`src/rtl/led_cmd_parser_pkg.sv`:
```
// rtl/led_cmd_parser_pkg.sv - shared constants, state enum and checksum helper
package led_cmd_parser_pkg;

    typedef enum logic [2:0] {
        ST_IDLE,
        ST_HDR,
        ST_CMD,
        ST_DHI,
        ST_DLO
    } state_t;

    localparam logic [7:0] HDR_BYTE    = 8'hA5;
    localparam logic [7:0] ACK_BYTE    = 8'h06;
    localparam logic [7:0] NAK_BYTE    = 8'h15;

    localparam logic [7:0] CMD_PATTERN = 8'h01;
    localparam logic [7:0] CMD_PERIOD  = 8'h02;
    localparam logic [7:0] CMD_CLEAR   = 8'h03;

    function automatic logic [7:0] frame_csum(input logic [7:0] cmd,
                                              input logic [7:0] dhi,
                                              input logic [7:0] dlo);
        return cmd ^ dhi ^ dlo;
    endfunction

endpackage

```
`src/rtl/led_cmd_parser_if.sv`:
```
// rtl/led_cmd_parser_if.sv - receive byte stream and response handshake bundle
interface led_cmd_parser_if;

    logic [7:0] rx_data;
    logic       rx_valid;
    logic [7:0] ack_data;
    logic       ack_valid;
    logic       ack_ready;

    modport master (
        output rx_data,
        output rx_valid,
        input  ack_data,
        input  ack_valid,
        output ack_ready
    );

    modport slave (
        input  rx_data,
        input  rx_valid,
        output ack_data,
        output ack_valid,
        input  ack_ready
    );

endinterface

```
`src/rtl/led_blinker.sv`:
```
// rtl/led_blinker.sv - tick/period/phase blink generator driving the LED bank
module led_blinker #(
    parameter int TICK_CYC = 50000
) (
    input  logic       clk,
    input  logic       rst,
    input  logic [9:0] pattern,
    input  logic [7:0] period,
    input  logic       restart,
    output logic [9:0] led
);

    localparam int TICK_W = $clog2(TICK_CYC + 1);

    logic [TICK_W-1:0] tick_cnt;
    logic [7:0]        per_cnt;
    logic              phase;
    logic              tick_wrap;
    logic              per_wrap;

    assign tick_wrap = (tick_cnt == TICK_W'(TICK_CYC - 1));
    // >= guards against a counter left beyond a shorter period
    assign per_wrap  = (period != 8'd0) && (per_cnt >= period - 8'd1);

    // Tick counter, period counter and phase; restart re-aligns the blink
    always_ff @(posedge clk) begin
        if (rst || restart) begin
            tick_cnt <= '0;
            per_cnt  <= '0;
            phase    <= 1'b0;
        end else begin
            tick_cnt <= tick_wrap ? '0 : tick_cnt + TICK_W'(1);
            if (period == 8'd0) begin
                per_cnt <= '0;
                phase   <= 1'b0;
            end else if (tick_wrap) begin
                if (per_wrap) begin
                    per_cnt <= '0;
                    phase   <= ~phase;
                end else begin
                    per_cnt <= per_cnt + 8'd1;
                end
            end
        end
    end

    assign led = ((period == 8'd0) || !phase) ? pattern : 10'd0;

endmodule

```
`src/rtl/led_cmd_parser.sv`:
```
// rtl/led_cmd_parser.sv - framed LED command parser with ACK/NAK response
module led_cmd_parser
    import led_cmd_parser_pkg::*;
#(
    parameter int TIMEOUT_CYC = 100000,
    parameter int TICK_CYC    = 50000
) (
    input  logic                clk,
    input  logic                rst,
    led_cmd_parser_if.slave     bus,
    output logic [9:0]          led,
    output logic                frame_err
);

    localparam int TO_W = $clog2(TIMEOUT_CYC + 1);

    state_t          state;
    logic [7:0]      cmd_r;
    logic [7:0]      dhi_r;
    logic [7:0]      dlo_r;
    logic [TO_W-1:0] to_cnt;
    logic [9:0]      pattern;
    logic [7:0]      period;
    logic [7:0]      ack_data_r;
    logic            ack_valid_r;
    logic            cmd_known;
    logic            frame_ok;
    logic            csum_take;
    logic            restart;

    assign cmd_known = (cmd_r == CMD_PATTERN) || (cmd_r == CMD_PERIOD) || (cmd_r == CMD_CLEAR);
    assign frame_ok  = cmd_known && (bus.rx_data == frame_csum(cmd_r, dhi_r, dlo_r));
    assign csum_take = bus.rx_valid && (state == ST_DLO);
    assign restart   = csum_take && frame_ok && (cmd_r == CMD_PERIOD);

    // Frame FSM, command execution, response register and inter-byte timeout
    always_ff @(posedge clk) begin
        if (rst) begin
            state       <= ST_IDLE;
            cmd_r       <= '0;
            dhi_r       <= '0;
            dlo_r       <= '0;
            to_cnt      <= '0;
            pattern     <= '0;
            period      <= '0;
            ack_data_r  <= '0;
            ack_valid_r <= 1'b0;
            frame_err   <= 1'b0;
        end else begin
            frame_err <= 1'b0;
            if (ack_valid_r && bus.ack_ready) begin
                ack_valid_r <= 1'b0;
            end
            if (bus.rx_valid) begin
                // a byte always wins over a coincident timeout
                to_cnt <= '0;
                case (state)
                    ST_IDLE: if (bus.rx_data == HDR_BYTE) state <= ST_HDR;
                    ST_HDR: begin
                        cmd_r <= bus.rx_data;
                        state <= ST_CMD;
                    end
                    ST_CMD: begin
                        dhi_r <= bus.rx_data;
                        state <= ST_DHI;
                    end
                    ST_DHI: begin
                        dlo_r <= bus.rx_data;
                        state <= ST_DLO;
                    end
                    ST_DLO: begin
                        state       <= ST_IDLE;
                        ack_valid_r <= 1'b1;
                        ack_data_r  <= frame_ok ? ACK_BYTE : NAK_BYTE;
                        frame_err   <= !frame_ok;
                        if (frame_ok) begin
                            case (cmd_r)
                                CMD_PATTERN: pattern <= {dhi_r[1:0], dlo_r};
                                CMD_PERIOD:  period  <= dlo_r;
                                default: begin
                                    pattern <= '0;
                                    period  <= '0;
                                end
                            endcase
                        end
                    end
                    default: state <= ST_IDLE;
                endcase
            end else if (state != ST_IDLE) begin
                if (to_cnt == TO_W'(TIMEOUT_CYC - 1)) begin
                    state     <= ST_IDLE;
                    to_cnt    <= '0;
                    frame_err <= 1'b1;
                end else begin
                    to_cnt <= to_cnt + TO_W'(1);
                end
            end
        end
    end

    assign bus.ack_data  = ack_data_r;
    assign bus.ack_valid = ack_valid_r;

    led_blinker #(
        .TICK_CYC(TICK_CYC)
    ) u_blinker (
        .clk    (clk),
        .rst    (rst),
        .pattern(pattern),
        .period (period),
        .restart(restart),
        .led    (led)
    );

endmodule

```
`src/flat_wrapper.sv`:
```
// flat-port wrapper written by rule: the top's interface ports become plain ports
module led_cmd_parser_flat import led_cmd_parser_pkg::*;
#(
    parameter int TIMEOUT_CYC = 100000,
    parameter int TICK_CYC    = 50000
)
  (clk, rst, led, frame_err, bus_rx_data, bus_rx_valid, bus_ack_data, bus_ack_valid, bus_ack_ready);
  led_cmd_parser_if bus_i ();
  input  logic clk;
  input  logic rst;
  output logic [9:0] led;
  output logic frame_err;
  input wire logic [$bits(bus_i.rx_data)-1:0] bus_rx_data;
  input wire logic [$bits(bus_i.rx_valid)-1:0] bus_rx_valid;
  output wire logic [$bits(bus_i.ack_data)-1:0] bus_ack_data;
  output wire logic [$bits(bus_i.ack_valid)-1:0] bus_ack_valid;
  input wire logic [$bits(bus_i.ack_ready)-1:0] bus_ack_ready;
  assign bus_i.rx_data = bus_rx_data;
  assign bus_i.rx_valid = bus_rx_valid;
  assign bus_ack_data = bus_i.ack_data;
  assign bus_ack_valid = bus_i.ack_valid;
  assign bus_i.ack_ready = bus_ack_ready;
  led_cmd_parser #(.TIMEOUT_CYC(TIMEOUT_CYC), .TICK_CYC(TICK_CYC)) u_core (.clk(clk), .rst(rst), .bus(bus_i), .led(led), .frame_err(frame_err));
endmodule
```
`config.mk`:
```
export PLATFORM = sky130hd
export DESIGN_NAME = led_cmd_parser_flat
export DESIGN_NICKNAME = d
export VERILOG_FILES = /design/src/rtl/led_cmd_parser_pkg.sv /design/src/rtl/led_cmd_parser_if.sv /design/src/rtl/led_blinker.sv /design/src/rtl/led_cmd_parser.sv /design/src/flat_wrapper.sv
export SDC_FILE = /design/constraint.sdc
export NUM_CORES = 1
export LEC_CHECK = 0
export BUFFER_PORTS_ARGS = -buffer_cell sky130_fd_sc_hd__clkbuf_2
export CAP_MARGIN = 20
export CORE_AREA = 4 4 101 103
export DETAILED_ROUTE_END_ITERATION = 8
export DIE_AREA = 0 0 105 107
export GPL_ROUTABILITY_DRIVEN = 0
export PLACE_DENSITY = 0.66
export SETUP_SLACK_MARGIN = 0.4
export SYNTH_ARGS = -nofsm -noshare
export SYNTH_HDL_FRONTEND = slang
export SYNTH_HIERARCHICAL = 1
export SYNTH_SLANG_ARGS = --single-unit
```
`constraint.sdc`:
```
create_clock -name clk -period 2.9 [get_ports clk]
set_clock_uncertainty 0.15 [all_clocks]
set_input_delay 0.435 -clock clk [delete_from_list [all_inputs] [get_ports clk]]
set_output_delay 0.435 -clock clk [all_outputs]
set_load 0.01 [all_outputs]
```
Yosys cells after proc, flatten, opt, wreduce, memory -nomap -nowiden --
Index checks and enable logic that the tools add are counted. Widths: inputs -> output; s select.
Storage, ports and cells: register bits after elaboration 97, input bits 12, output and inout port bits 20, logic and storage cells 82
Operators by class: add/subtract/negate cells 4, order comparisons 1, equality and inequality tests 12, muxes and demuxes 18, bitwise operators 5, reduce and logical (&&, ||, !) cells 29
Operators by type and width (number):
- $pmux 10 s2 | 1
- $add 17x1->17 const B | 1
- $eq 17x17->1 const B | 1
- $mux 17 | 1
- $add 16x1->16 const B | 1
- $eq 16x16->1 const B | 1
- $eq 8x2->1 const B | 2
- $pmux 8 s2 | 1
- $xor 8x8->8 | 2
- $mux 3 | 4
- $pmux 3 s4 | 1
- $mux 10 | 1
- $reduce_and 2->1 | 5
- $add 8x1->8 const B | 1
- $eq 8x1->1 const B | 1
- $eq 8x8->1 | 1
- $eq 8x8->1 const B | 1
- $ge 8x8->1 | 1
- $logic_not 8->1 | 1
- $mux 8 | 1
- $reduce_and 4->1 | 2
- $reduce_bool 8->1 | 1
- $sub 8x1->8 const B | 1
- $mux 1 | 7
- 14 further kinds | 29

Longest topological paths before layout --
Gate-level depths: netlist of run 1.
word-level depth 8, gate-level depth with buffers 12, mapped depth without buffers 11

Modules after synthesis --
The synthesis of run 1 kept the hierarchy.
By module, submodules not included:
- led_cmd_parser | instances 1, cells each 341, area each 2961.6 um^2, sequential area each 1341.3 um^2
- led_blinker | instances 1, cells each 188, area each 1534.0 um^2, sequential area each 500.5 um^2

Least setup slack after synthesis of run 1 --
No wires, ideal clock.
path kind reg2reg, from register u_core.period[0], to register u_core.u_blinker.phase, library setup time 0.071 ns, data arrival time 2.234 ns, data required time 2.679 ns, slack 0.445 ns, cell stages (with the launch flop) 12, buffers on the path 0, period minus slack after synthesis 2.455 ns, cells stage by stage dfxtp_1 inv_1 ha_1 nand2_1 or3_1 xor2_1 ha_1 nand4_1 a21oi_1 a21oi_4 or3_1 a21oi_1
On the way: word-level cells in the longest chain between the ends 4, elaborated cells on any way between the ends 7, those cells by class add/sub: 1; order compare: 1; reduce/logical: 5
Ends and longest elaborated chain:
- start: declaration | RTL line led_cmd_parser.sv:23 | logic [7:0] period;
- start signal: assignment | RTL line led_cmd_parser.sv:79 | CMD_PERIOD: period <= dlo_r;
- $sub 8x1->8 | RTL line led_blinker.sv:23 | assign per_wrap = (period != 8'd0) && (per_cnt >= period - 8'd1);
- $ge 8x8->1 | RTL line led_blinker.sv:23
- $logic_and 1x1->1 | RTL line led_blinker.sv:23
- $reduce_and 2->1 (no line)
- end signal: assignment | RTL line led_blinker.sv:39 | phase <= ~phase;
- end: declaration | RTL line led_blinker.sv:17 | logic phase;
Several ways; a longest one is shown, not always the timed one. A chain may end at the register's enable or synchronous reset.

Final worst setup path of run 1 --
from register u_core.period[1], to register u_core.u_blinker.phase
Same word-level chain as after synthesis.

==> reports/qor.csv, run 1 <==
stage,metric,value,unit
synthesis,Simple-Gate Fraction of Synth Area,0.2928,
clocking,worst skew pair latency,0.36,ns
grt,met3 usage,0.03913,
synthesis,mux share of post-synthesis cell area,0.02533,
floorplanning,Die X-Extent,105,µm
clocking,"Hold-fix buffers, CTS",0,
timing,min cycle time layout,2.521,ns
synthesis,post-synthesis register bit count,92,
routing,violation count after the first detailed-routing iteration,150,
timing,pins over their slew limit,0,
synthesis,Synth Area in Compound Gates,0.09519,
place,dpl ws,0.2322,ns
power,maximum VDD drop,0.2642,mV
grt,Global Route met1 Usage,0.2316,
layout,"non-filler cells, final",677,
clocking,H-tree depth,3,
clocking,"Reg clk slew, reported paths",0.09,ns
timing,Post-Route Setup TNS,0,ns
synthesis,largest cells by area after synthesis,"dfxtp_1, nand2_1, xor2_1",
timing,Max transition margin,0.5504,
synthesis,dominant synthesized flop cell,dfxtp_1,
run,number of max-cap violations,0,
clocking,clk buf depth,2,
synthesis,synth warn,6,
run_status,outcome,"finished, final reports clean",
floorplanning,Starting Density,0.4888,
synthesis,Synth Instances,529,
place,IO Port Bufs,27,
timing,worst setup margin,0.3785,ns
place,placed insts,652,
synthesis,biggest area consumer among synthesized cells,dfxtp_1,
synthesis,post-synthesis adder-cell area fraction,0.03618,
floorplanning,Rows,35,
clocking,CTS Buf Count,9,
setup_path,Worst Path Max Fanout,7,
grt,gr usage total,0.1761,
grt,met2 usage,0.2915,
layout,Final #Nets,586,
grt,initial antenna violation count,0,
place,detailed placement HPWL,6708,µm
synthesis,Synth Area in XOR/XNOR,0.1110,
setup_path,CP max stage delay,0.37,ns
routing,via count,3680,
layout,Multi-input gate area,2610,µm²
layout,Filler cells,887,
timing,Tcrit/Tclk final,0.8695,
floorplanning,Die H,107,µm
setup_path,CP Capture Type,flop,
timing,Slew @ Worst Pin,0.6720,ns
timing,WHS,0.1841,ns
routing,Routed Antenna Nets,0,
timing,f_max,0.3966,GHz
routing,drt via density,5.436,
synthesis,sequential area share after synthesis,0.4097,
layout,ANT cells,0,
synthesis,mapped cell area,4496,µm²
synthesis,count of cell types in the netlist,54,
setup_path,critical path arrival,2.66,ns
timing,# setup viols final,0,
clocking,# clock sinks,92,
setup_path,critical path's slowest cell,dfxtp_4,
timing,endpoints failing hold,0,
setup_path,internal reg-to-reg setup slack,0.38,ns
clocking,CTS tree,yes,
floorplanning,Die ar.,11240,µm²
routing,"wirelength, routed",9887,µm
synthesis,asr flop ratio synth,0,
synthesis,post-synth top area share,0.4097,
hold_path,worst hold path class,input pin to flop,
synthesis,main combinational cell family by area after synthesis,simple AND/OR/NAND/NOR gates,
power,LEAKAGE,1.962,nW
grt,largest net degree at the start of global routing,42,
grt,vias in the first global route,3446,
routing,router iterations before antenna repair,4,
grt,overflow left after global routing,0,
setup_path,critical path launch point type,flop,
routing,WL/cell,14.60,µm
floorplanning,IO Pins,32,
setup_path,WS Path Type,flop to flop,
grt,global routing's busiest layer,met2,
synthesis,Post-synth EDFFs,0,
layout,share of post-route cells with drive strength above 1,0.1519,
routing,post-detailed-route DRC marker count,0,
synthesis,syn_area_per_cell,8.498,µm²
grt,first-pass GRT wire length,16350,µm
setup_path,crit-path cells,inv_4 -> ha_4 -> nand2_2 -> or3_1 -> xor2_1 -> ha_1 -> nand4_1 -> a21oi_2 -> a21oi_4 -> or3_1 -> a21oi_2,
floorplanning,core region area,9196,µm²
layout,Layout area overhead,13.08,%
timing,setup repair after global routing missed its margin,yes,
clocking,CTS root buf,clkbuf_8,
power,Pwr Density,449.6,nW/µm²
setup_path,Worst Path Required,3.04,ns
layout,Reg area,1852,µm²
==> per-layer routing <==
| metal | up-vias | part of all wire |
|---|---|---|
| met5 | - | 0 |
| met4 | 0 | 0.012 |
| met3 | 13 | 0.031 |
| met2 | 61 | 0.49 |
| met1 | 1754 | 0.47 |
| li1 | 1852 | - |
==> path summary, 6_finish.rpt <==
path / start / to / depth (start not counted)
max: u_core/period[1] / u_core/u_blinker/phase / 11
min: bus_ack_ready / u_core/bus.ack_valid / 3
max reg2reg: u_core/period[1] / u_core/u_blinker/phase / 11
min reg2reg: u_core/dhi_r[7] / u_core/dhi_r[7] / 2
==> placed cells by master, fill, tap and decap left out, types with 3 or more instances in the layout <==
cell type   n
o21ai_0     4
o21ai_1     4
ha_1       11
xnor2_1    27
or3_1       4
dfxtp_1    88
nand2_1    92
inv_1       5
clkbuf_8   10
a21oi_1    37
nand2b_1   14
conb_1      4
nand3_2     3
nor3_2      3
nor4_1      3
clkbuf_2   27
nor2_1     50
nand3_1    13
nor2b_1     6
nand2_2     3
nand4_1    11
a22o_1      8
nor3_1     10
a21oi_2     4
buf_4       9
and2_1     11
a31oi_1     4
and3_1     12
mux2i_1    10
xor2_1     30
==> synthesized netlist by cell type, drive strengths merged, types with 12 or more instances <==
cell / instances
nor3: 13
xnor2: 27
nand2b: 14
nand3: 17
xor2: 30
nand4: 13
nor2: 51
a21oi: 42
nand2: 96
and3: 12
clkbuf: 12
dfxtp: 92
ha: 13
==> layout make-up <==
class | instances | share of cell area
Sequential cell | 92 | 0.3643
Clock buffer | 12 | 0.02855
Clock inverter | 4 | 0.01428
Tap cell | 111 | 0.02732
Multi-Input combinational cell | 413 | 0.5134
Timing Repair Buffer | 38 | 0.04602
Inverter | 7 | 0.006153
==> worst max-delay path, delay by kind of cell, from the launching register on <==
kind | cells | cell delay, ns
fa+ha+maj | 2 | 0.42
buf+inv | 1 | 0.07
flops | 1 | 0.37
xor+xnor | 1 | 0.16
simple gates | 4 | 0.81
compound gates | 3 | 0.47
==> sequential cells by signal, indices dropped and copies added (netlist names), 3 cells and up <==
signal / count
u_core/bus.ack_data: 3
u_core/cmd_r: 8
u_core/dhi_r: 8
u_core/dlo_r: 8
u_core/pattern: 10
u_core/period: 8
u_core/state: 3
u_core/to_cnt: 17
u_core/u_blinker/per_cnt: 8
u_core/u_blinker/tick_cnt: 16
==> cell families (layout without fill, tap and decap cells) <==
group,count (synthesis),count (layout)
simple gates,258,258
flops,92,92
compound gates,70,70
xor+xnor,57,57
buf+inv,27,61
fa+ha+maj,13,13
mux,11,11
other cells,1,4
==> through the flow <==
stage          total power, mW    util  instance area [µm²]
2_1_floorplan            1.345       -                 4507
3_3_place_gp             1.367  0.5102                 4692
3_5_place_dp             1.368  0.5102                 4692
4_1_cts                  2.313  0.5414                 4979
5_1_grt                  2.369  0.5528                 5084
6_report                 2.286  0.5528                 5084
==> what timing repair did <==
action / in CTS / in global routing
setup endpoints to repair: 3 / 37
buffers inserted: 6 / 3
pin swaps: 1 / 6
cloned: 0 / 0
resized for setup: 6 / 21
==> power breakdown <==
| group | internal, mW | leakage, nW | switching [mW] |
|---|---|---|---|
| clock network | 0.509 | 0.107 | 0.439 |
| logic | 0.0240 | 1.11 | 0.0463 |
| registers | 1.26 | 0.744 | 0.00390 |
Power figures use the tool's default switching activity.
==> run 2: changes to the inputs <==
ABC_AREA = 1   (was not set)
CORE_AREA = 4 4 106 108   (was 4 4 101 103)
DIE_AREA = 0 0 110 112   (was 0 0 105 107)
PLACE_DENSITY = 0.65   (was 0.66)
==> run 2 against run 1 <==
- non-clock buffer count down 5
- global-route usage up 0.54 points
- die area up 9.7%
- largest power group unchanged
- maximum frequency up 11%
- largest cell class unchanged
- synthesized area up 9.5%
- critical path depth down 3
- clock power up 0.7%
- final cell count up 36%
==> reports/qor.csv, run 2 <==
stage,metric,value,unit
timing,worst setup margin,0.6381,ns
hold_path,worst hold path class,input pin to flop,
grt,largest net degree at the start of global routing,27,
routing,Routed Antenna Nets,0,
setup_path,internal reg-to-reg setup slack,0.69,ns
synthesis,Synth Instances,748,
timing,Slew @ Worst Pin,0.6576,ns
routing,drt via density,4.941,
power,Pwr Density,440.1,nW/µm²
grt,first-pass GRT wire length,18260,µm
synthesis,Post-synth EDFFs,0,
power,clock network fraction of total power,0.401,
synthesis,top cell types by occurrence after synthesis,"nand2_1, nor2_1, inv_1",
floorplanning,Starting Density,0.4810,
clocking,Setup Buffers After CTS,0,
clocking,# clock sinks,92,
timing,pins over their slew limit,0,
floorplanning,Die H,112,µm
clocking,CTS Buf Count,9,
synthesis,top-count cell post-synth,nand2_1,
setup_path,CP endpoint,led[2],
layout,Largest Register,u_core/to_cnt,
clocking,"Hold-fix buffers, CTS",0,
run_status,outcome,"finished, final reports clean",
power,Logic pwr share,0.059,
clocking,clk buf depth,2,
floorplanning,Rows,37,
power,P_sw,0.5521,mW
grt,gr usage total,0.1815,
setup_path,WS Path Type,flop to output port,
setup_path,crit path launch,u_core/period[0],
setup_path,Worst Path Required,2.32,ns
floorplanning,Die X-Extent,110,µm
clocking,worst skew pair latency,0.35,ns
place,IO Port Bufs,27,
layout,"commonest non-fill, non-tap cell in the layout",nand2_1,
layout,ANT cells,0,
routing,WL/cell,11.49,µm
power,Int Power,1.828,mW
routing,"wirelength, routed",10550,µm
floorplanning,core region area,10230,µm²
grt,overflow left after global routing,0,
synthesis,post-synth top area share,0.3743,
grt,initial antenna violation count,0,
synthesis,biggest area consumer among synthesized cells,dfxtp_1,
layout,max FFs per register,17,
synthesis,dominant synthesized flop cell,dfxtp_1,
timing,Tcrit/Tclk final,0.7800,
synthesis,sequential area share after synthesis,0.3743,
synthesis,synth warn,6,
routing,violation count after the first detailed-routing iteration,173,
grt,vias in the first global route,4007,
floorplanning,Die ar.,12320,µm²
timing,Max transition margin,0.5604,
layout,share of post-route cells with drive strength above 1,0.09079,
setup_path,CP Capture Type,output port,
power,maximum VDD drop,0.2574,mV
timing,setup repair after global routing missed its margin,no,
synthesis,largest cells by area after synthesis,"dfxtp_1, nand2_1, nor2_1",
power,Switching Share,0.2319,
clocking,H-tree depth,3,
setup_path,worst r2r path cells,12,
routing,via count,4536,
layout,most frequent cells in the layout,"nand2_1, nor2_1, inv_1",
floorplanning,IO Pins,32,
place,dpl ws,0.5816,ns
clocking,CTS root buf,clkbuf_8,
synthesis,count of cell types in the netlist,32,
clocking,post_cts resized,0,
place,detailed placement HPWL,7935,µm
clocking,CTS tree,yes,
layout,Layout area overhead,9.916,%
synthesis,syn_area_per_cell,6.579,µm²
layout,Largest regs,"u_core/to_cnt (17), u_core/u_blinker/tick_cnt (16), u_core/pattern (10)",
power,Seq pwr share,0.540,
synthesis,asr flop ratio synth,0,
timing,min cycle time layout,2.262,ns
timing,# setup viols final,0,
timing,endpoints failing hold,0,
setup_path,reg-to-reg critical path startpoint,u_core/cmd_r[6],
synthesis,mapped cell area,4921,µm²
setup_path,critical path launch point type,flop,
setup_path,r2r endpoint,u_core/u_blinker/tick_cnt[14],
setup_path,Worst Path Max Fanout,10,
timing,Post-Route Setup TNS,0,ns
routing,router iterations before antenna repair,4,
power,LEAKAGE,2.247,nW
run,number of max-cap violations,0,
clocking,"Reg clk slew, reported paths",0.09,ns
setup_path,critical path arrival,1.68,ns
layout,Final #Nets,802,
synthesis,post-synthesis register bit count,92,
timing,f_max,0.4421,GHz
routing,post-detailed-route DRC marker count,0,
layout,Filler cells,1024,
[run 2: cell types whose count changed in the layout (fill, tap and decap cells not counted), sizes merged, moves of 14 or more]
cell	delta
inv	+106
nor2	+80
nand2	+77
nand3	+26
o21ai	+23
xnor2	-23
nand2b	-14
[run 2: through the flow]
| step | cells | power (mW) | cell area, µm² | hold WS [ns] | util |
|---|---|---|---|---|---|
| final | 918 | 2.381 | 5409 | 0.1833 | 0.5287 |
| after global placement | 902 | 1.452 | 5184 | 0.2760 | 0.5067 |
| after CTS | 918 | 2.415 | 5401 | 0.1698 | 0.5279 |
| after floorplan | 751 | 1.416 | 4932 | 0.2675 | - |
| after global routing | 918 | 2.491 | 5409 | 0.1811 | 0.5287 |
| after detailed placement | 902 | 1.455 | 5184 | 0.2843 | 0.5067 |
[run 2: critical path, stage by stage, from the launching register on]
cell      delay, ns
dfxtp_1        0.33
inv_2          0.09
ha_1           0.17
nand3_1        0.12
nor2_4         0.16
nor2_1         0.05
buf_4          0.16
nor2_1         0.10
clkbuf_2       0.14
[run 2: cell type report]
cell class | count | area [µm²] | share of cell area
timing repair buffer | 33 | 180.2 | 0.03331
clock buffer | 12 | 145.1 | 0.02683
clock inverter | 4 | 72.57 | 0.01342
tap | 136 | 170.2 | 0.03146
sequential | 92 | 1842 | 0.3405
inverter | 116 | 436.7 | 0.08073
multi-input combinational | 525 | 2562 | 0.4737
[run 2: power groups by stage]
stage	registers (mW)	clock network, mW	logic [mW]
floorplan	1.31	0	0.103
global placement	1.32	0	0.137
detailed placement	1.32	0	0.139
CTS	1.29	0.989	0.140
global route	1.29	1.04	0.161
finish	1.29	0.955	0.140
[run 2: logic make-up after synthesis]
group,share of synthesized area
flops,0.3743
compound gates,0.09458
simple gates,0.3511
other cells,0.0007620
buf+inv,0.1088
xor+xnor,0.03737
fa+ha+maj,0.03305
[run 2: worst min-delay path by stage]
stage | start | end | slack [ns] | cells past startpoint
6_report | bus_ack_ready | u_core/bus.ack_valid | 0.18 | 4
3_3_place_gp | u_core/u_blinker/tick_cnt[0] | u_core/u_blinker/tick_cnt[0] | 0.28 | 1
5_1_grt | bus_ack_ready | u_core/bus.ack_valid | 0.18 | 4
3_5_place_dp | u_core/u_blinker/tick_cnt[0] | u_core/u_blinker/tick_cnt[0] | 0.28 | 1
4_1_cts | bus_ack_ready | u_core/bus.ack_valid | 0.17 | 4
2_1_floorplan | u_core/u_blinker/tick_cnt[0] | u_core/u_blinker/tick_cnt[0] | 0.27 | 1
[run 2: routing by layer]
layer | track usage | up-vias | routed length (µm)
met5 | 0 | - | 0
met4 | 0.06484 | 0 | 114
met3 | 0.02609 | 7 | 308
met2 | 0.2828 | 65 | 4765
met1 | 0.2536 | 2057 | 5361
li1 | - | 2407 | -
